**config.mk**
```make
export PLATFORM = sky130hd
export DESIGN_NAME = piso_bit_serializer
export DESIGN_NICKNAME = d
export VERILOG_FILES = /design/src/rtl/ser_pkg.sv /design/src/rtl/piso_bit_serializer.sv
export SDC_FILE = /design/constraint.sdc
export NUM_CORES = 1
export LEC_CHECK = 0
export ABC_CLOCK_PERIOD_IN_PS = 2380
export CAP_MARGIN = 5
export CORE_MARGIN = 1
export CORE_UTILIZATION = 45
export DETAILED_ROUTE_END_ITERATION = 12
export GPL_ROUTABILITY_DRIVEN = 0
export GPL_TIMING_DRIVEN = 0
export PLACE_DENSITY = 0.69
export SLEW_MARGIN = 20
export SYNTH_ARGS = -nofsm -noshare
export SYNTH_HDL_FRONTEND = slang
export SYNTH_SLANG_ARGS = --single-unit
```
**constraint.sdc**
```tcl
create_clock -name clk -period 2.38 [get_ports clk]
set_input_delay 0.357 -clock clk [delete_from_list [all_inputs] [get_ports clk]]
set_output_delay 0.357 -clock clk [all_outputs]
set_load 0.1 [all_outputs]
```
**src/rtl/ser_pkg.sv**
```systemverilog
// ---------------------------------------------------------------------------
// ser_pkg
// Shared definitions for the bit serializer and the serial sequence detector
// it feeds.
//   ser_state_e   : serializer FSM encoding (IDLE / SHIFT / PARITY)
//   SER_WIDTH_DEF : default parallel word width
//   DET_PATTERN   : bit pattern the downstream detector looks for (MSB is the
//                   oldest bit), so benches can chain the two blocks
// ---------------------------------------------------------------------------
package ser_pkg;

    typedef enum logic [1:0] {
        IDLE   = 2'b00,
        SHIFT  = 2'b01,
        PARITY = 2'b10
    } ser_state_e;

    localparam int SER_WIDTH_DEF = 8;

    localparam int                       DET_PATTERN_W = 4;
    localparam logic [DET_PATTERN_W-1:0] DET_PATTERN   = 4'b1011;

endpackage

```
**src/rtl/piso_bit_serializer.sv**
```systemverilog
// ---------------------------------------------------------------------------
// piso_bit_serializer
// Parallel-in / serial-out stage feeding the serial sequence detector.
// Words arrive on a valid/ready handshake and leave MSB-first, one bit per
// clock. A one-word holding buffer lets the next word be accepted while the
// current one is shifting, so consecutive words stream with no gap.
//
// Optional build macro: SER_PARITY_EN
//   defined   : each word is followed by one even-parity bit (period WIDTH+1)
//   undefined : data bits only (period WIDTH)
//
// Ports
//   clk        in   rising-edge clock
//   reset      in   asynchronous active-low reset
//   din        in   WIDTH-bit parallel word
//   din_valid  in   din holds a valid word
//   din_ready  out  a word can be accepted this cycle (holding buffer empty)
//   ser_out    out  serial bit (0 whenever ser_valid is 0)
//   ser_valid  out  ser_out carries a real bit
//   word_done  out  pulse in the last serial cycle of each word
//   busy       out  shifting, emitting parity, or holding a word
// ---------------------------------------------------------------------------
module piso_bit_serializer
    import ser_pkg::*;
#(
    parameter int WIDTH = SER_WIDTH_DEF
) (
    input  logic             clk,
    input  logic             reset,
    input  logic [WIDTH-1:0] din,
    input  logic             din_valid,
    output logic             din_ready,
    output logic             ser_out,
    output logic             ser_valid,
    output logic             word_done,
    output logic             busy
);

    localparam int               CNT_W    = $clog2(WIDTH);
    localparam logic [CNT_W-1:0] LAST_IDX = CNT_W'(WIDTH - 1);

    ser_state_e       state, state_n;
    logic [WIDTH-1:0] shift_reg, shift_n;
    logic [WIDTH-1:0] hold_reg, hold_n;
    logic [CNT_W-1:0] bit_cnt, cnt_n;
    logic             hold_full, hold_full_n;
    logic             accept;
    logic             word_end;
    logic             load;
    logic [WIDTH-1:0] load_word;
    logic             ser_out_n;
    logic             word_done_n;
`ifdef SER_PARITY_EN
    logic             par_reg, par_n;
`endif

    assign din_ready = !hold_full;
    assign accept    = din_valid && din_ready;
    assign busy      = (state != IDLE) || hold_full;

    // Edge at which the current word finishes and the next one is chosen.
`ifdef SER_PARITY_EN
    assign word_end = (state == PARITY);
`else
    assign word_end = (state == SHIFT) && (bit_cnt == '0);
`endif

    always_comb begin
        state_n     = state;
        shift_n     = shift_reg;
        cnt_n       = bit_cnt;
        hold_n      = hold_reg;
        hold_full_n = hold_full;
        load        = 1'b0;
        load_word   = din;
`ifdef SER_PARITY_EN
        par_n       = par_reg;
`endif

        case (state)
            IDLE: begin
                if (accept) begin
                    load = 1'b1;
                end
            end
            SHIFT: begin
                shift_n = {shift_reg[WIDTH-2:0], 1'b0};
                cnt_n   = bit_cnt - CNT_W'(1);
`ifdef SER_PARITY_EN
                if (bit_cnt == '0) begin
                    state_n = PARITY;
                end
`endif
                // A word offered mid-stream parks in the holding buffer;
                // accept already implies the buffer is empty.
                if (accept && !word_end) begin
                    hold_n      = din;
                    hold_full_n = 1'b1;
                end
            end
            default: begin
`ifndef SER_PARITY_EN
                state_n = IDLE;
`endif
            end
        endcase

        // Held word has priority; a held word and a fresh accept never
        // coincide because din_ready is low while the buffer is full.
        if (word_end) begin
            if (hold_full) begin
                load        = 1'b1;
                load_word   = hold_reg;
                hold_full_n = 1'b0;
            end else if (accept) begin
                load = 1'b1;
            end else begin
                state_n = IDLE;
            end
        end

        if (load) begin
            state_n = SHIFT;
            shift_n = load_word;
            cnt_n   = LAST_IDX;
`ifdef SER_PARITY_EN
            par_n   = ^load_word;
`endif
        end

        // Outputs are registered, so they are derived from the next state.
        case (state_n)
            SHIFT:   ser_out_n = shift_n[WIDTH-1];
`ifdef SER_PARITY_EN
            PARITY:  ser_out_n = par_n;
`endif
            default: ser_out_n = 1'b0;
        endcase

`ifdef SER_PARITY_EN
        word_done_n = (state_n == PARITY);
`else
        word_done_n = (state_n == SHIFT) && (cnt_n == '0);
`endif
    end

    always_ff @(posedge clk or negedge reset) begin
        if (!reset) begin
            state     <= IDLE;
            shift_reg <= '0;
            bit_cnt   <= '0;
            hold_reg  <= '0;
            hold_full <= 1'b0;
            ser_out   <= 1'b0;
            ser_valid <= 1'b0;
            word_done <= 1'b0;
`ifdef SER_PARITY_EN
            par_reg   <= 1'b0;
`endif
        end else begin
            state     <= state_n;
            shift_reg <= shift_n;
            bit_cnt   <= cnt_n;
            hold_reg  <= hold_n;
            hold_full <= hold_full_n;
            ser_out   <= ser_out_n;
            ser_valid <= (state_n != IDLE);
            word_done <= word_done_n;
`ifdef SER_PARITY_EN
            par_reg   <= par_n;
`endif
        end
    end

endmodule

```
== Word level (Yosys, flattened, before mapping) ==
Index checks and enable logic that the tools add are counted.

* Div/mod/pow operators: 0
* Order comparisons: 0
* $add $sub $neg: 1
* Shift operators: 0
* Bitwise operators: 0
* Reductions and logical operators: 15
* Equality and inequality tests: 2
* Multiply operators: 0
* Muxes and demuxes: 21

{| class="wikitable"
|+ Operator list
! kind !! count
|-
| $mux 8 || 4
|-
| $mux 1 || 10
|-
| $mux 2 || 5
|-
| $logic_not 3->1 || 2
|-
| $mux 3 || 2
|-
| $reduce_bool 2->1 || 3
|-
| $eq 2x1->1 const B || 2
|-
| $logic_and 1x1->1 || 4
|-
| $sub 3x1->3 const B || 1
|-
| $logic_not 1->1 || 2
|-
| $logic_not 2->1 || 1
|-
| $reduce_and 2->1 || 1
|-
| $reduce_or 2->1 || 1
|-
| $logic_or 1x1->1 || 1
|}

* Latch bits: 0
* Bits in read-only memories: 0
* Bits in registers: 25
* Word-level logic and storage cells: 48
* Bits of input ports: 11
* Output and inout bits: 5
* Bits in writable memories: 0
* Memories kept: 0

== Logic depth before layout (Yosys ltp) ==
* Depth in word-level cells: 10
* Mapped depth: 8
* Depth with buffers taken out: 6

== Worst setup path after synthesis ==
No wires, ideal clock.

* Kind: flip-flop to flip-flop
* From: reg hold_full
* To: reg hold_reg[0]
* Setup slack: 436 ps
* Required time: 2,255 ps
* Path buffers: 0
* Setup time: 125 ps
* Stages on the path, launching flop included: 4
* Period minus slack after synthesis: 1,944 ps
* Data arrival time: 1,819 ps
* Path through: dfrtp_1 -> inv_1 -> nand3_1 -> mux2_2

* Cells in the longest elaborated chain, start to end: 4

{| class="wikitable"
|+ Ends and longest elaborated chain
! item !! RTL line !! RTL
|-
| start: declaration || piso_bit_serializer.sv:46 || <nowiki>logic hold_full, hold_full_n;</nowiki>
|-
| start signal: assignment || piso_bit_serializer.sv:165 || <nowiki>hold_full <= hold_full_n;</nowiki>
|-
| $logic_not 1->1 || piso_bit_serializer.sv:57 || <nowiki>assign din_ready = !hold_full;</nowiki>
|-
| named net din_ready || piso_bit_serializer.sv:32 || <nowiki>output logic din_ready,</nowiki>
|-
| $logic_and 1x1->1 || piso_bit_serializer.sv:58 || <nowiki>assign accept = din_valid && din_ready;</nowiki>
|-
| $logic_and 1x1->1 || piso_bit_serializer.sv:96 || <nowiki>if (accept && !word_end) begin</nowiki>
|-
| $reduce_and 2->1 (no source line) || -- ||
|-
| end signal: assignment || piso_bit_serializer.sv:164 || <nowiki>hold_reg <= hold_n;</nowiki>
|-
| end: declaration || piso_bit_serializer.sv:44 || <nowiki>logic [WIDTH-1:0] hold_reg, hold_n;</nowiki>
|}

The timed path passes the listed nets, and every way through them passes these cells.
A chain may end at the register's enable or synchronous reset.

== Worst setup path in the final report ==
* From: reg word_done
* To: out word_done

{| class="wikitable"
|+ RTL lines
! item !! RTL line !! RTL
|-
| start: declaration || piso_bit_serializer.sv:35 || <nowiki>output logic word_done,</nowiki>
|-
| start signal: assignment || piso_bit_serializer.sv:168 || <nowiki>word_done <= word_done_n;</nowiki>
|}

No word-level cell between the ends.

==> reports/qor.txt <==
Critical path class: flip-flop to output port
Setup violators final: 0
Clk slew on worst S/H paths: 130 ps
# diodes: 0
Slowest-stage cell, CP: clkdlybuf4s50_1
Setup Skew: 1.73 ps
Status: finished, violations left
Die width: 52.1 µm
Clock Tree Root: clkbuf_4
CTS tree: built
Placed Area: 1320 µm²
Placeable Area: 2300 µm²
Bufs on Longest Clock Path: 2
I/O pin count: 16
Max FFs per register: 8
Initial antenna violation count: 0
Skew-Pair Late Insertion Delay: 310 ps
Crit start category: flip-flop
Ys Warns: 0
Overflow after GRT: 0
Final instance area: 1330 µm²
Internal power: 0.000864 W
Maximum fanout along the worst path: 1
Worst path bufs/invs: 1
Sequential share of power: 48.0%
Overall Global Routing Usage: 18.8%
Port bufs: 15
Mapped Avg Cell Area: 12.3 µm²
Switching share of power: 38.1%
Max Slew Vio Count: 0
Syn Nets: 105
Final Hold Viols: 3
Post-route ant nets: 0
Hold Buf Count CTS: 0
Buffer count from post-CTS setup fixing: 0
Area grow syn2layout: 18.1%
Post-Route WL: 1960 µm
Post-cts sizing count: 1
First-pass GRT wire length: 3500 µm
TritonCTS Buffers: 3
Crit-path leading delay family: buffers and inverters
WL/cell: 14.2 µm
Clock power share: 12.8%
Die area: 2710 µm²
Post-layout power: 0.00140 W
Cell Pwr Density: 1050 nW/µm²
Site row count: 17
Largest stage delay, worst path: 1120 ps
Worst min path class: input pin to asynchronous set/reset pin
Slew @ Worst Pin: 963 ps
Synth cell types: 21
Post-route clock period utilization: 90.1%
Net Sw Power: 0.000533 W
Critical path arrival: 1790 ps
Number of global-route vias before repair: 777
Largest net degree at the start of global routing: 25
Sequential-to-total area share from yosys stat: 53.2%
#FFs+latches synth: 24
WP data required: 2020 ps
Die Span Y: 52.1 µm
Final #Nets: 125
RSZ-0062 raised after global routing: false
Initial core utilization: 49.2%
Gate power share: 39.2%
H-tree depth: 1
Pre-antenna DRT Iters: 4
Most common library cell in the layout ignoring fill and taps: dfrtp_1
Worst Setup End Kind: output port
Peak supply drop: 0.000619 V
Vias per cell: 5.22
Fin Setup TNS: 0 ps
Most frequent cells in the layout: dfrtp_1 (24), mux2i_1 (21), clkdlybuf4s50_1 (12)
Hpwl dp: 1380 µm
Via count: 721
Worst hold margin: -2.12 ps
Failing checks: hold timing
FMAX: 0.466 GHz
Clock Sinks: 24
Layout cell share with drive strength beyond 1: 15.5%
Critical path cell sequence: clkdlybuf4s50_1
Post-Syn Area: 1130 µm²
Final min period: 2140 ps
Post-Synthesis Cells: 92
Relative max-transition margin: 35.7%
Max-cap viol count: 0
DRT iter0 DRCs: 12
Leakage: 0.697 nW
DRC Markers: 0
==> path summary, 6_finish.rpt <==
kind,endpoint,from,cells after the start,slack (ps)
max,word_done,word_done,1,240
min,ser_valid,reset,1,-2
max reg2reg,hold_reg[3],bit_cnt[0],6,530
min reg2reg,ser_out,shift_reg[6],2,500
max in group asynchronous,word_done,reset,1,2030
min in group clk,ser_out,shift_reg[6],2,500
==> cell usage after synthesis <==
master	n	area, µm²
nand2_1	6	22.5
inv_1	3	11.3
nor3_1	1	5.00
buf_2	2	10.0
dfrtp_1	24	601
nand3_1	3	15.0
a21oi_1	4	20.0
xnor2_1	1	8.76
o21ai_0	3	15.0
nor2_1	4	15.0
ha_1	2	25.0
mux2_2	8	90.1
nor2b_4	1	13.8
buf_6	2	22.5
or3_1	2	12.5
mux2i_1	21	210
xor2_1	1	8.76
conb_1	1	3.75
nor2b_1	1	6.26
nand2b_1	1	6.26
o211ai_1	1	7.51
==> layout make-up <==
class,count,area (µm²)
inverters,3,11.3
fillers,205,963
flip-flops and latches,24,601
well taps,28,35.0
plain buffers,4,32.5
repair buffers,15,146
clock buffers,3,22.5
multi-input cells,61,485
==> metal layers <==
| metal | vias to the layer above | routed length, µm | global-route usage [%] |
|---|---|---|---|
| li1 | 355 | - | - |
| met5 | - | 0 | 0 |
| met2 | 13 | 970 | 30.6 |
| met3 | 4 | 43 | 2.63 |
| met1 | 349 | 895 | 23.2 |
| met4 | 0 | 50 | 12.2 |
==> kinds of logic (layout without fill, tap and decap cells) <==
group | Yosys count | count (layout) | synth area share, %
multiplexers | 29 | 29 | 26.6
buffers and inverters | 7 | 25 | 3.88
flip-flops | 24 | 24 | 53.2
AO/OA/AOI/OAI | 8 | 8 | 3.77
XOR/XNOR | 2 | 2 | 1.55
other | 1 | 1 | 0.332
adder cells (fa/ha/maj) | 2 | 2 | 2.21
AND/OR/NAND/NOR | 19 | 19 | 8.53
==> metrics by stage <==
step | util [%] | cells | hold slack (ps) | setup WS (ps)
2_1_floorplan | - | 92 | 61.4 | 436
3_3_place_gp | 57.2 | 135 | 470 | 306
3_5_place_dp | 57.2 | 135 | 472 | 301
4_1_cts | 58.2 | 138 | 503 | 30.4
5_1_grt | 58.1 | 138 | 33.2 | 174
6_report | 58.1 | 138 | -2.12 | 236
==> power groups by stage <==
stage	registers, W	clock network [W]	logic, W
global route	0.000697	0.000204	0.000607
detailed placement	0.000683	0	0.000558
CTS	0.000673	0.000187	0.000556
finish	0.000672	0.000178	0.000548
global placement	0.000673	0	0.000535
floorplan	0.000728	0	0.000369
(Power assumes the default switching activity.)
